===== config.mk =====
export PLATFORM = sky130hd
export DESIGN_NAME = keypad_scanner
export DESIGN_NICKNAME = d
export VERILOG_FILES = /design/src/rtl/keypad_scanner.sv
export SDC_FILE = /design/constraint.sdc
export NUM_CORES = 1
export LEC_CHECK = 0
export CORE_ASPECT_RATIO = 1.25
export CORE_MARGIN = 3
export CORE_UTILIZATION = 34
export CTS_CLUSTER_SIZE = 40
export DETAILED_ROUTE_END_ITERATION = 7
export GPL_TIMING_DRIVEN = 1
export PLACE_DENSITY_LB_ADDON = 0.15
export SLEW_MARGIN = 15
export SYNTH_ARGS = -nofsm -noshare
export SYNTH_HDL_FRONTEND = slang
export SYNTH_SLANG_ARGS = --single-unit

===== constraint.sdc =====
create_clock -name clk -period 2.6 [get_ports clk]
set_clock_uncertainty 0.15 [all_clocks]
set_input_delay 0.39 -clock clk [delete_from_list [all_inputs] [get_ports clk]]
set_output_delay 0.39 -clock clk [all_outputs]
set_load 0.02 [all_outputs]

===== src/rtl/keypad_scanner.sv =====
// 4x4 keypad driver: strobes columns, samples synchronized rows, debounces full
// scans and reports one clean press/release event per stable key change.
module keypad_scanner #(
  parameter int SCAN_DIV       = 100000,
  parameter int DEBOUNCE_SCANS = 4
) (
  input  logic       clk,
  input  logic       rst,
  input  logic [3:0] row,
  output logic [3:0] col,
  output logic [3:0] key_code,
  output logic       key_valid,
  output logic       key_press,
  output logic       key_release
);

  localparam int DIV_W = $clog2(SCAN_DIV);
  localparam int CNT_W = $clog2(DEBOUNCE_SCANS + 1);
  localparam logic [CNT_W-1:0] DEB_MAX = CNT_W'(DEBOUNCE_SCANS);
  // Nibble (4*col + row) holds the key code at that position.
  localparam logic [63:0] KEY_MAP = 64'hDCBA_E963_F852_0741;

  typedef enum logic [1:0] {COL0, COL1, COL2, COL3} scanState_t;
  typedef enum logic {RELEASED, PRESSED} keyState_t;

  scanState_t scanState, scanNext;
  keyState_t  keyState, keyNext;

  logic [DIV_W-1:0] divCnt;
  logic [3:0]       rowSync1, rowSync2;
  logic [3:0]       sample0, sample1, sample2;
  logic             colEnd, scanDone;
  logic             resValid;
  logic [3:0]       resCode;
  logic             candValid;
  logic [3:0]       candCode;
  logic [CNT_W-1:0] debCnt, cntNext;
  logic             resMatch, resDiffers;
  logic [3:0]       codeNext;
  logic             validNext, pressNext, releaseNext;

  assign colEnd   = (divCnt == DIV_W'(SCAN_DIV - 1));
  assign scanDone = colEnd && (scanState == COL3);

  always_ff @(posedge clk or negedge rst) begin
    if (!rst) begin
      rowSync1 <= '1;
      rowSync2 <= '1;
    end else begin
      rowSync1 <= row;
      rowSync2 <= rowSync1;
    end
  end

  always_ff @(posedge clk or negedge rst) begin
    if (!rst) begin
      divCnt    <= '0;
      scanState <= COL0;
    end else begin
      divCnt    <= colEnd ? '0 : divCnt + 1'b1;
      scanState <= scanNext;
    end
  end

  always_comb begin
    scanNext = scanState;
    col      = 4'b1110;
    case (scanState)
      COL0: begin col = 4'b1110; if (colEnd) scanNext = COL1; end
      COL1: begin col = 4'b1101; if (colEnd) scanNext = COL2; end
      COL2: begin col = 4'b1011; if (colEnd) scanNext = COL3; end
      COL3: begin col = 4'b0111; if (colEnd) scanNext = COL0; end
      default: scanNext = COL0;
    endcase
  end

  always_ff @(posedge clk or negedge rst) begin
    if (!rst) begin
      sample0 <= '1;
      sample1 <= '1;
      sample2 <= '1;
    end else if (colEnd) begin
      case (scanState)
        COL0:    sample0 <= rowSync2;
        COL1:    sample1 <= rowSync2;
        COL2:    sample2 <= rowSync2;
        default: ;
      endcase
    end
  end

  // Column 3 is taken straight from the synchronizer on the scan's final cycle.
  always_comb begin
    logic [15:0] scanRows;
    scanRows = {rowSync2, sample2, sample1, sample0};
    resValid = 1'b0;
    resCode  = '0;
    for (int unsigned c = 0; c < 4; c++) begin
      for (int unsigned r = 0; r < 4; r++) begin
        if (!resValid && !scanRows[c*4 + r]) begin
          resValid = 1'b1;
          resCode  = KEY_MAP[(c*4 + r)*4 +: 4];
        end
      end
    end
  end

  assign resMatch = (resValid == candValid) && (!resValid || (resCode == candCode));
  assign cntNext  = !resMatch ? CNT_W'(1) :
                    (debCnt == DEB_MAX) ? DEB_MAX : debCnt + 1'b1;

  always_ff @(posedge clk or negedge rst) begin
    if (!rst) begin
      candValid <= 1'b0;
      candCode  <= '0;
      debCnt    <= '0;
    end else if (scanDone) begin
      candValid <= resValid;
      candCode  <= resCode;
      debCnt    <= cntNext;
    end
  end

  assign resDiffers = (keyState == RELEASED) ? resValid
                                             : (!resValid || (resCode != key_code));

  always_comb begin
    keyNext     = keyState;
    codeNext    = key_code;
    validNext   = key_valid;
    pressNext   = 1'b0;
    releaseNext = 1'b0;
    if (scanDone && (cntNext == DEB_MAX) && resDiffers) begin
      case (keyState)
        RELEASED: begin
          keyNext   = PRESSED;
          codeNext  = resCode;
          validNext = 1'b1;
          pressNext = 1'b1;
        end
        PRESSED: begin
          releaseNext = 1'b1;
          if (resValid) begin
            codeNext  = resCode;
            pressNext = 1'b1;
          end else begin
            keyNext   = RELEASED;
            validNext = 1'b0;
          end
        end
        default: keyNext = RELEASED;
      endcase
    end
  end

  always_ff @(posedge clk or negedge rst) begin
    if (!rst) begin
      keyState    <= RELEASED;
      key_code    <= '0;
      key_valid   <= 1'b0;
      key_press   <= 1'b0;
      key_release <= 1'b0;
    end else begin
      keyState    <= keyNext;
      key_code    <= codeNext;
      key_valid   <= validNext;
      key_press   <= pressNext;
      key_release <= releaseNext;
    end
  end

endmodule


Word-level counts from Yosys, hierarchy flattened
Index checks and enable logic that the tools add are counted.
{"block": "op_classes", "muxes": 51, "shifts": 0, "reduce_logical": 58, "addsub": 2, "bitwise": 1, "magnitude_cmp": 0, "n_mul": 0, "div_mod_pow": 0, "n_eq_ne": 15}
{"operator": "$mux 4", "n": 16}
{"operator": "$logic_not 1->1", "n": 30}
{"operator": "$mux 1", "n": 23}
{"operator": "$logic_and 1x1->1", "n": 19}
{"operator": "$add 17x1->17 const B", "n": 1}
{"operator": "$eq 17x17->1 const B", "n": 1}
{"operator": "$mux 17", "n": 1}
{"operator": "$pmux 4 s4", "n": 1}
{"operator": "$ne 2x2->1 const B", "n": 5}
{"operator": "$reduce_and 2->1", "n": 5}
{"operator": "$mux 2", "n": 4}
{"operator": "$pmux 2 s4", "n": 1}
{"operator": "$pmux 4 s2", "n": 1}
{"operator": "$eq 3x3->1 const B", "n": 2}
{"operator": "$mux 3", "n": 2}
{"operator": "$eq 2x2->1 const B", "n": 2}
{"operator": "$eq 4x4->1", "n": 1}
{"operator": "$ne 4x4->1", "n": 1}
{"operator": "$pmux 1 s2", "n": 2}
{"operator": "$reduce_and 4->1", "n": 1}
{"operator": "$add 3x1->3 const B", "n": 1}
{"operator": "$eq 2x1->1 const B", "n": 1}
{"operator": "$logic_not 2->1", "n": 1}
{"operator": "$logic_or 1x1->1", "n": 2}
{"operator": "3 further kinds", "n": 3}
{"block": "word_totals", "ff_bits": 55, "mem_bits_rw": 0, "n_memories": 0, "latch_bits": 0, "word_cells": 142, "in_bits": 6, "out_inout_bits": 11, "mem_bits_ro": 0}

Logic depth before layout (Yosys ltp)
Gate-level depths: netlist of the first run.
{"block": "depth", "depth_word": 53, "mapped_depth": 9, "mapped_depth_nobuf": 8}

Worst setup path before layout of the first run
OpenSTA, ideal clock, no wires.
{"block": "synth_path", "kind": "register to register", "from": "register sample0[0]", "to": "register keyState", "slack_ps": 31, "stages_incl_launch_ff": 9, "setup_time_ps": 125, "arrival_ps": 2294, "required_ps": 2325, "period_less_slack_ps": 2569, "path_buffers": 1, "cell_sequence": "dfstp_2 -> buf_4 -> nand4_1 -> a311oi_2 -> a31oi_4 -> or4b_4 -> o2111ai_4 -> and3_1 -> mux2_4"}
{"block": "synth_via", "elab_chain_len": 51, "elab_cells_between_ends": 75, "classes_between": "4 x eq/ne; 36 x mux; 35 x reduce/logical"}
{"item": "start, declared", "line_no": "31", "rtl": "logic [3:0] sample0, sample1, sample2;"}
{"item": "start signal, assigned", "line_no": "84", "rtl": "COL0: sample0 <= rowSync2;"}
{"item": "$mux 1 / $logic_and 1x1->1 (equally long branches)", "line_no": "100", "rtl": "if (!resValid && !scanRows[c*4 + r]) begin"}
{"item": "$mux 1", "line_no": "100"}
{"item": "$logic_not 1->1", "line_no": "100"}
{"item": "$logic_and 1x1->1", "line_no": "100"}
{"item": "$mux 1", "line_no": "100"}
{"item": "$logic_not 1->1", "line_no": "100"}
{"item": "$logic_and 1x1->1", "line_no": "100"}
{"item": "$mux 1", "line_no": "100"}
{"item": "(+34 left out)"}
{"item": "$logic_and 1x1->1", "line_no": "100"}
{"item": "$mux 4 / $mux 1 (equally long branches)", "line_no": "100"}
{"item": "$eq 4x4->1 / $logic_not 1->1 (equally long branches)", "line_no": "108, 125"}
{"item": "$logic_or 1x1->1", "line_no": "108", "rtl": "assign resMatch = (resValid == candValid) && (!resValid || (resCode == candCode));"}
{"item": "$logic_and 1x1->1", "line_no": "108"}
{"item": "$mux 3", "line_no": "109", "rtl": "assign cntNext = !resMatch ? CNT_W'(1) :"}
{"item": "$eq 3x3->1", "line_no": "133", "rtl": "if (scanDone && (cntNext == DEB_MAX) && resDiffers) begin"}
{"item": "$logic_and 1x1->1 (2 in a row)", "line_no": "133"}
{"item": "end signal, assigned", "line_no": "164", "rtl": "keyState <= keyNext;"}
{"item": "end, declared", "line_no": "27", "rtl": "keyState_t keyState, keyNext;"}
Parallel ways exist; a longest one is shown, timed or not.
A chain may end at the register's enable or synchronous reset.

Final worst setup path of the first run
{"block": "layout_path", "from": "register sample2[2]", "to": "register keyState"}
{"block": "layout_via", "elab_chain_len": 25, "elab_cells_between_ends": 38, "classes_between": "4 x eq/ne; 16 x mux; 18 x reduce/logical"}
{"item": "start, declared", "line_no": "31"}
{"item": "start signal, assigned", "line_no": "86", "rtl": "COL2: sample2 <= rowSync2;"}
{"item": "$logic_not 1->1 *", "line_no": "100"}
{"item": "$logic_and 1x1->1 *", "line_no": "100"}
{"item": "$mux 1", "line_no": "100"}
{"item": "$logic_not 1->1", "line_no": "100"}
{"item": "$logic_and 1x1->1", "line_no": "100"}
{"item": "$mux 1", "line_no": "100"}
{"item": "$logic_not 1->1", "line_no": "100"}
{"item": "$logic_and 1x1->1", "line_no": "100"}
{"item": "(+8 left out)"}
{"item": "$logic_and 1x1->1", "line_no": "100"}
{"item": "$mux 4 / $mux 1 (equally long branches)", "line_no": "100"}
{"item": "$eq 4x4->1 / $logic_not 1->1 (equally long branches)", "line_no": "108, 125"}
{"item": "$logic_or 1x1->1", "line_no": "108"}
{"item": "$logic_and 1x1->1", "line_no": "108"}
{"item": "$mux 3", "line_no": "109"}
{"item": "$eq 3x3->1", "line_no": "133"}
{"item": "$logic_and 1x1->1 (2 in a row)", "line_no": "133"}
Every way passes the cells marked *; elsewhere a longest branch is shown, timed or not.

==> summary.txt, run 1 <==
Route
  – Vias: 2,144
  – Drt first-iter violations: 80
  – Via-per-instance ratio: 5.20
  – Number of remaining DRC errors: 0
  – Routed Wire Length: 6.08 mm
  – Post-route ant nets: 0
  – First-pass detailed-route iteration total: 4
  – WL/cell: between 10 and 15 µm

Logic synthesis
  – Area fraction in compound gates after synthesis: 10.1%
  – Adder-cell share of the synthesized area: 4.67%
  – Synth area leaders: dfrtp_1 30%, dfstp_2 18%, mux2_2 5.3%
  – Share of the synthesized area in the top cell type: 29.7%
  – Simple-gate share of the synthesized area: 21.7%
  – Post-synth EDFFs: 0
  – Synth Flop Type: dfrtp_1
  – FF+latch count, synth: 55
  – Synth async-reset ratio: between 90% and 100%
  – Syn avg cell area: 11.0 µm²
  – Post-synth cell types: between 50 and 60
  – Syn nets: 285
  – Seq/Total Area, Yosys: 47.5%
  – Post-synthesis cell area: between 2000 and 3000 µm²
  – Area leader, netlist: dfrtp_1
  – Mux cell area share after synthesis: 7.72%
  – Post-Synth XOR/XNOR Area: around 5.9%
  – Main combinational cell family by area after synthesis: simple AND/OR/NAND/NOR gates
  – Synth warnings: 0
  – Syn Inst Count: 268

Worst hold path
  – WHS Endpoint: rowSync2[0]
  – Tightest Hold Check Type: flip-flop to flip-flop
  – Hold wc startpoint: rowSync1[0]
  – Worst Hold Depth: 0

Clock tree
  – Clock Root Buffer: clkbuf_8
  – Worst-Skew Late Latency: 0.31 ns
  – TritonCTS clock tree: yes
  – Num CTS Buffers: 5
  – CTS H-tree depth: 2
  – CTS sink count: 55
  – Clock transition at path regs: 0.11 ns
  – Clock Tree Buf Depth: 2

Timing
  – Final setup viols: 1
  – Final Critical Period: 2.61 ns
  – Setup TNS: -0.0126 ns
  – RSZ-0062 raised after global routing: yes
  – Slew Limit Fails: 0
  – Slew margin rel.: 59.1%
  – Final Cycle Share: 100%
  – Worst slew pin tran: 0.605 ns
  – Final WS setup: -0.0126 ns
  – Hold violation count in the final report: 0
  – Fmax: 383 MHz

Floorplan
  – Die extent in x: 89.3 µm
  – Full die area: 9830 µm²
  – Initial Util: between 30% and 40%
  – Die H: 110 µm
  – Core area: 8330 µm²
  – Total I/O pin count: 17
  – Rows: 37

Layout
  – Cell area after layout: between 3000 and 4000 µm²
  – Share of cells above drive strength 1: about a third
  – Post-route insts no fill: 412
  – Layout area overhead: 22.4%
  – Diode count: 0
  – Final layout net count: 331
  – Final core occ: 43.3%

GRT
  – Gr usage total: 13.5%
  – First-pass GRT wire length: a little over 10 mm
  – Initial antenna violation count: 0
  – Grt total ovfl: 0
  – Vias in the first global route: between 2k and 2.5k
  – Largest net degree at the start of global routing: 56

Placement
  – PortBufs: 16
  – GP Congestion: 0.782
  – Pre-CTS WS: -0.0383 ns
  – Cells after DPL: 391
  – HPWL after DPL: around 4.2 mm
  – DP Area: ~3300 µm²

Worst setup path
  – Worst r2r src: sample2[2]
  – Setup crit end kind: flip-flop
  – RR Endpoint: keyState
  – Crit-path cells: nand4_4 > o311a_1 > or4b_4 > o2111ai_4 > and3_4 > mux2_4
  – Largest delay share family, worst path: simple AND/OR/NAND/NOR gates
  – WP data arrival: 2.67 ns
  – R2R setup slack: -0.01 ns
  – Slowest cell on the critical path: dfstp_2
  – CP peak stage delay: between 0.5 and 0.6 ns
  – CP Class: flip-flop to flip-flop
  – Worst Path Buf+Inv: 0
  – Startpoint Class: flip-flop
  – R2R cell count: 6
  – Critical Path RT: about 2.7 ns
  – Worst Path Max Fanout: 5

Outcome
  – Failing checks: negative setup slack
  – Status: finished, violations left

Run
  – Max-Cap Viols: 0

Power
  – PD cells: 386 nW/µm²
  – Maximum vdd drop: ~0.24 mV
  – Lkg Pwr: 1.58 nW
-- how the worst max path moves through the flow --
| stage | slack (ns) | depth (start not counted) | from | endpoint |
|---|---|---|---|---|
| 2_1_floorplan | 0.03 | 8 | sample0[0] | keyState |
| 3_3_place_gp | -0.02 | 7 | sample1[1] | keyState |
| 3_5_place_dp | -0.04 | 8 | sample2[2] | key_code[2] |
| 4_1_cts | 0.005 | 8 | sample1[3] | key_code[2] |
| 5_1_grt | -0.08 | 8 | rowSync2[1] | key_code[3] |
| 6_report | -0.01 | 6 | sample2[2] | keyState |
-- final cells by class --
class / instances / area [µm²]
clock buffers: 5 / 68.8
multi-input cells: 196 / 1570
well taps: 97 / 121
fillers: 786 / 4720
clock inverters: 3 / 20.0
inverters: 12 / 45.0
flip-flops and latches: 55 / 1400
repair buffers: 44 / 380
-- stage by stage --
step	hold WS, ns	power (mW)
3_3_place_gp	0.196	0.923
5_1_grt	0.215	1.46
2_1_floorplan	-0.0556	0.889
3_5_place_dp	0.198	0.923
4_1_cts	0.214	1.42
6_report	0.212	1.39
-- worst reg2reg max path, cell delays in order, from the launching register on --
cell	delay [ns]
dfstp_2	0.58
nand4_4	0.17
o311a_1	0.43
or4b_4	0.55
o2111ai_4	0.11
and3_4	0.24
mux2_4	0.29
-- cell usage in the layout, fill, tap and decap left out, types with 7 or more instances in the layout --
cell type / n
xor2_1: 10
dfrtp_1: 35
nand4_1: 8
xnor2_1: 10
dfstp_2: 20
and3_1: 7
inv_1: 12
clkdlybuf4s50_1: 15
mux2_2: 14
ha_1: 11
nand2_1: 17
a21oi_1: 9
nand3_1: 17
buf_4: 26
nor2_1: 20
-- cells in the mapped netlist (2+ instances only) --
library cell	n
nor3_1	4
dfrtp_1	35
ha_1	11
a21oi_1	10
o21ai_0	4
nand4b_1	2
nand2b_1	4
nand2_1	17
xor2_1	10
nor4_1	2
nand3_2	3
nand4_1	8
nor2b_1	2
o311a_1	2
xnor2_1	10
dfstp_2	20
and3_1	10
inv_1	12
and2_0	3
mux2_2	14
nor2_1	20
clkbuf_1	2
and2_1	5
nand3_1	19
mux2_4	4
nand2_2	2
-- metal layers --
metal  track usage, %  part of all wire, %
met1             15.7                   42
met2             23.0                   52
met3             2.75                  2.6
met4             6.91                  3.8
met5                0                    0
-- sequential cells by signal, summed over array words and instances (netlist names), 2 cells and up --
signal     flops
scanState      2
candCode       4
key_code       4
rowSync2       4
divCnt        17
sample2        4
sample0        4
sample1        4
debCnt         3
rowSync1       4
-- kinds of logic after synthesis --
| logic type | count (synthesis) |
|---|---|
| simple gates | 111 |
| compound gates | 35 |
| mux | 19 |
| xor+xnor | 20 |
| flops | 55 |
| buf+inv | 17 |
| fa+ha+maj | 11 |
-- timing repair --
item                                    in CTS  in global routing
pin swaps                                   10                  5
hold buffers                                 1                  0
hold endpoints to repair                    35                  0
gates resized for setup                      6                 10
endpoints found under the setup margin       5                  7
buffers inserted                             9                  3
-- power breakdown --
| group | leakage (nW) | internal [mW] | switching (mW) |
|---|---|---|---|
| clock | 0.0418 | 0.189 | 0.294 |
| sequential | 0.683 | 0.867 | 0.00443 |
| combinational | 0.859 | 0.0145 | 0.0233 |
| total | 1.58 | 1.07 | 0.322 |
Power figures use the tool's default switching activity.
==> run 2, diff against run 1 <==
--- a/config.mk
+++ b/config.mk
@@ -10,9 +10,10 @@
 export CORE_UTILIZATION = 34
 export CTS_CLUSTER_SIZE = 40
 export DETAILED_ROUTE_END_ITERATION = 7
+export GPL_ROUTABILITY_DRIVEN = 0
 export GPL_TIMING_DRIVEN = 1
 export PLACE_DENSITY_LB_ADDON = 0.15
-export SLEW_MARGIN = 15
+export SLEW_MARGIN = 25
 export SYNTH_ARGS = -nofsm -noshare
 export SYNTH_HDL_FRONTEND = slang
 export SYNTH_SLANG_ARGS = --single-unit
==> results of run 2 <==
No change in the layout: final DEF, timing and power equal those of run 1.
==> run 3, diff against run 2 <==
--- a/config.mk
+++ b/config.mk
@@ -13,6 +13,7 @@
 export GPL_ROUTABILITY_DRIVEN = 0
 export GPL_TIMING_DRIVEN = 1
 export PLACE_DENSITY_LB_ADDON = 0.15
+export SKIP_CTS_REPAIR_TIMING = 1
 export SLEW_MARGIN = 25
 export SYNTH_ARGS = -nofsm -noshare
 export SYNTH_HDL_FRONTEND = slang
==> run 3 against run 2 <==
- the flow still finishes with violations (negative setup slack)
- power about the same
- largest cell class unchanged
- critical path type unchanged
- combinational power down 4%
- register-to-register slack worse by 0.04 ns
- hold slack about the same
- first-iteration DRC count down 3.8%
- via count down 0.56%
- largest power group unchanged
- global-route usage down 0.32 points
- clock-buffer cell count unchanged
- sequential power about the same
- non-clock buffer count down 4
- critical path depth up 1
==> summary.txt, run 3 (synthesis gave the netlist of run 1 again) <==
Power
  – Maximum vdd drop: 0.243 mV (about the same)
  – Pwr Total: 1.39 mW (about the same)
  – Lkg Pwr: 1.55 nW (-2.0%)
  – PD cells: 390 nW/µm² (+1.2%)

Worst setup path
  – CP peak stage delay: 0.60 ns (+0.02 ns)
  – CP Class: flip-flop to flip-flop
  – Slowest cell on the critical path: dfstp_2
  – Crit-path cells: nand4_4 > buf_4 > o311a_4 > or4b_4 > o2111ai_4 > and3_4 > mux2_4
  – Setup crit end kind: flip-flop
  – WP data arrival: 2.71 ns (+0.04 ns)
  – Worst Path Max Fanout: 5 (unchanged)
  – Largest delay share family, worst path: simple AND/OR/NAND/NOR gates
  – Critical Path RT: 2.66 ns (about the same)
  – Worst Path Buf+Inv: 1 (+1)
  – Startpoint Class: flip-flop

Clock tree
  – Worst-Skew Late Latency: 0.31 ns (about the same)
  – Clock Tree Buf Depth: 2 (unchanged)
  – Clock Root Buffer: clkbuf_8
  – CTS sink count: 55 (unchanged)
  – Clock transition at path regs: 0.11 ns (about the same)
  – CTS H-tree depth: 2 (unchanged)
  – TritonCTS clock tree: yes
  – Num CTS Buffers: 5 (unchanged)

Route
  – Via-per-instance ratio: 5.23 (+0.42%)
  – First-pass detailed-route iteration total: 4 (unchanged)
  – Drt first-iter violations: 77 (-3.8%)
  – Post-route ant nets: 0 (unchanged)
  – WL/cell: 14.9 µm (+0.93%)
  – Routed Wire Length: 6.08 mm (about the same)
  – Number of remaining DRC errors: 0 (unchanged)
  – Vias: 2,132 (-0.56%)

Floorplan
  – Core area: 8330 µm² (unchanged)
  – Total I/O pin count: 17 (unchanged)
  – Die H: 110 µm (unchanged)
  – Full die area: 9830 µm² (unchanged)
  – Die extent in x: 89.3 µm (unchanged)
  – Initial Util: 35.4% (unchanged)
  – Rows: 37 (unchanged)

Timing
  – Slew Limit Fails: 0 (unchanged)
  – Fmax: 377 MHz (-1.6%)
  – Final setup viols: 4 (+3)
  – Final WS setup: -0.0556 ns (-0.0431 ns)
  – Hold violation count in the final report: 0 (unchanged)
  – Final Cycle Share: 102% (+1.7 points)
  – Worst slew pin tran: 0.605 ns (-0.000203 ns)
  – Final Critical Period: 2.66 ns (+0.0431 ns)
  – RSZ-0062 raised after global routing: yes
  – Slew margin rel.: 59.1% (about the same)

Layout
  – Cell area after layout: 3570 µm² (-1.2%)
  – Final layout net count: 327 (-1.2%)
  – Commonest non-fill, non-tap cell in the layout: dfrtp_1
  – Diode count: 0 (unchanged)
  – Max FFs per register: 17 (unchanged)
  – Most frequent cells in the layout: 35 x dfrtp_1, 22 x buf_4, 20 x nor2_1, 20 x dfstp_2
  – Largest Register: divCnt
  – Share of cells above drive strength 1: 30.5% (-1.5 points)
  – Layout area overhead: 20.9%

GRT
  – Grt total ovfl: 0 (unchanged)
  – Initial antenna violation count: 0 (unchanged)
  – Largest net degree at the start of global routing: 56 (unchanged)
  – Gr usage total: 13.2% (-0.32 points)
  – First-pass GRT wire length: 9.98 mm (-2.6%)
  – Vias in the first global route: 2,106 (-2.8%)

Placement
  – HPWL after DPL: 4.23 mm (unchanged)
  – DP Area: 3330 µm² (unchanged)
  – PortBufs: 16 (unchanged)

Run
  – Max-Cap Viols: 0 (unchanged)

Outcome
  – Status: finished, violations left
  – Failing checks: negative setup slack

Worst hold path
  – Tightest Hold Check Type: flip-flop to flip-flop
-- run 3: where the power goes --
group | total (mW) | internal, mW | switching (mW)
Clock | 0.484 | 0.189 | 0.295
Combinational | 0.0361 | 0.0135 | 0.0226
Sequential | 0.873 | 0.868 | 0.00517
Total | 1.39 | 1.07 | 0.322
-- run 3: layout make-up --
type,count,area (µm²)
inverters,12,45.0
well taps,97,121
fillers,789,4770
multi-input cells,196,1560
flip-flops and latches,55,1400
clock buffers,5,68.8
clock inverters,3,20.0
repair buffers,40,350
-- run 3: final timing paths --
kind / startpoint / to / slack (ns) / cells past startpoint
worst max-delay path: sample2[2] / keyState / -0.06 / 7
worst min-delay path: rowSync1[0] / rowSync2[0] / 0.21 / 0
worst max register to register: sample2[2] / keyState / -0.06 / 7
worst min register to register: rowSync1[0] / rowSync2[0] / 0.21 / 0
max in group asynchronous: rst / sample2[3] / 1.54 / 3
min in group asynchronous: rst / candCode[3] / 0.43 / 3
-- run 3: per-layer routing --
metal	part of all wire (%)	global-route usage [%]	wire length, µm
met2	51	22.3	3090
met5	0	0	0
met1	43	15.7	2590
met4	4.2	6.38	256
met3	2.4	2.68	148
-- run 3: per-stage QoR --
| step | TNS (ns) | util, % | setup slack, ns | instances | hold WS (ns) |
|---|---|---|---|---|---|
| floorplan | 0 | - | 0.0306 | 268 | -0.0556 |
| global placement | -0.0261 | 39.9 | -0.0238 | 391 | 0.196 |
| detailed placement | -0.131 | 39.9 | -0.0383 | 391 | 0.198 |
| CTS | -0.231 | 41.0 | -0.0630 | 399 | -0.0901 |
| global route | -0.679 | 42.8 | -0.134 | 408 | 0.215 |
| finish | -0.144 | 42.8 | -0.0556 | 408 | 0.212 |
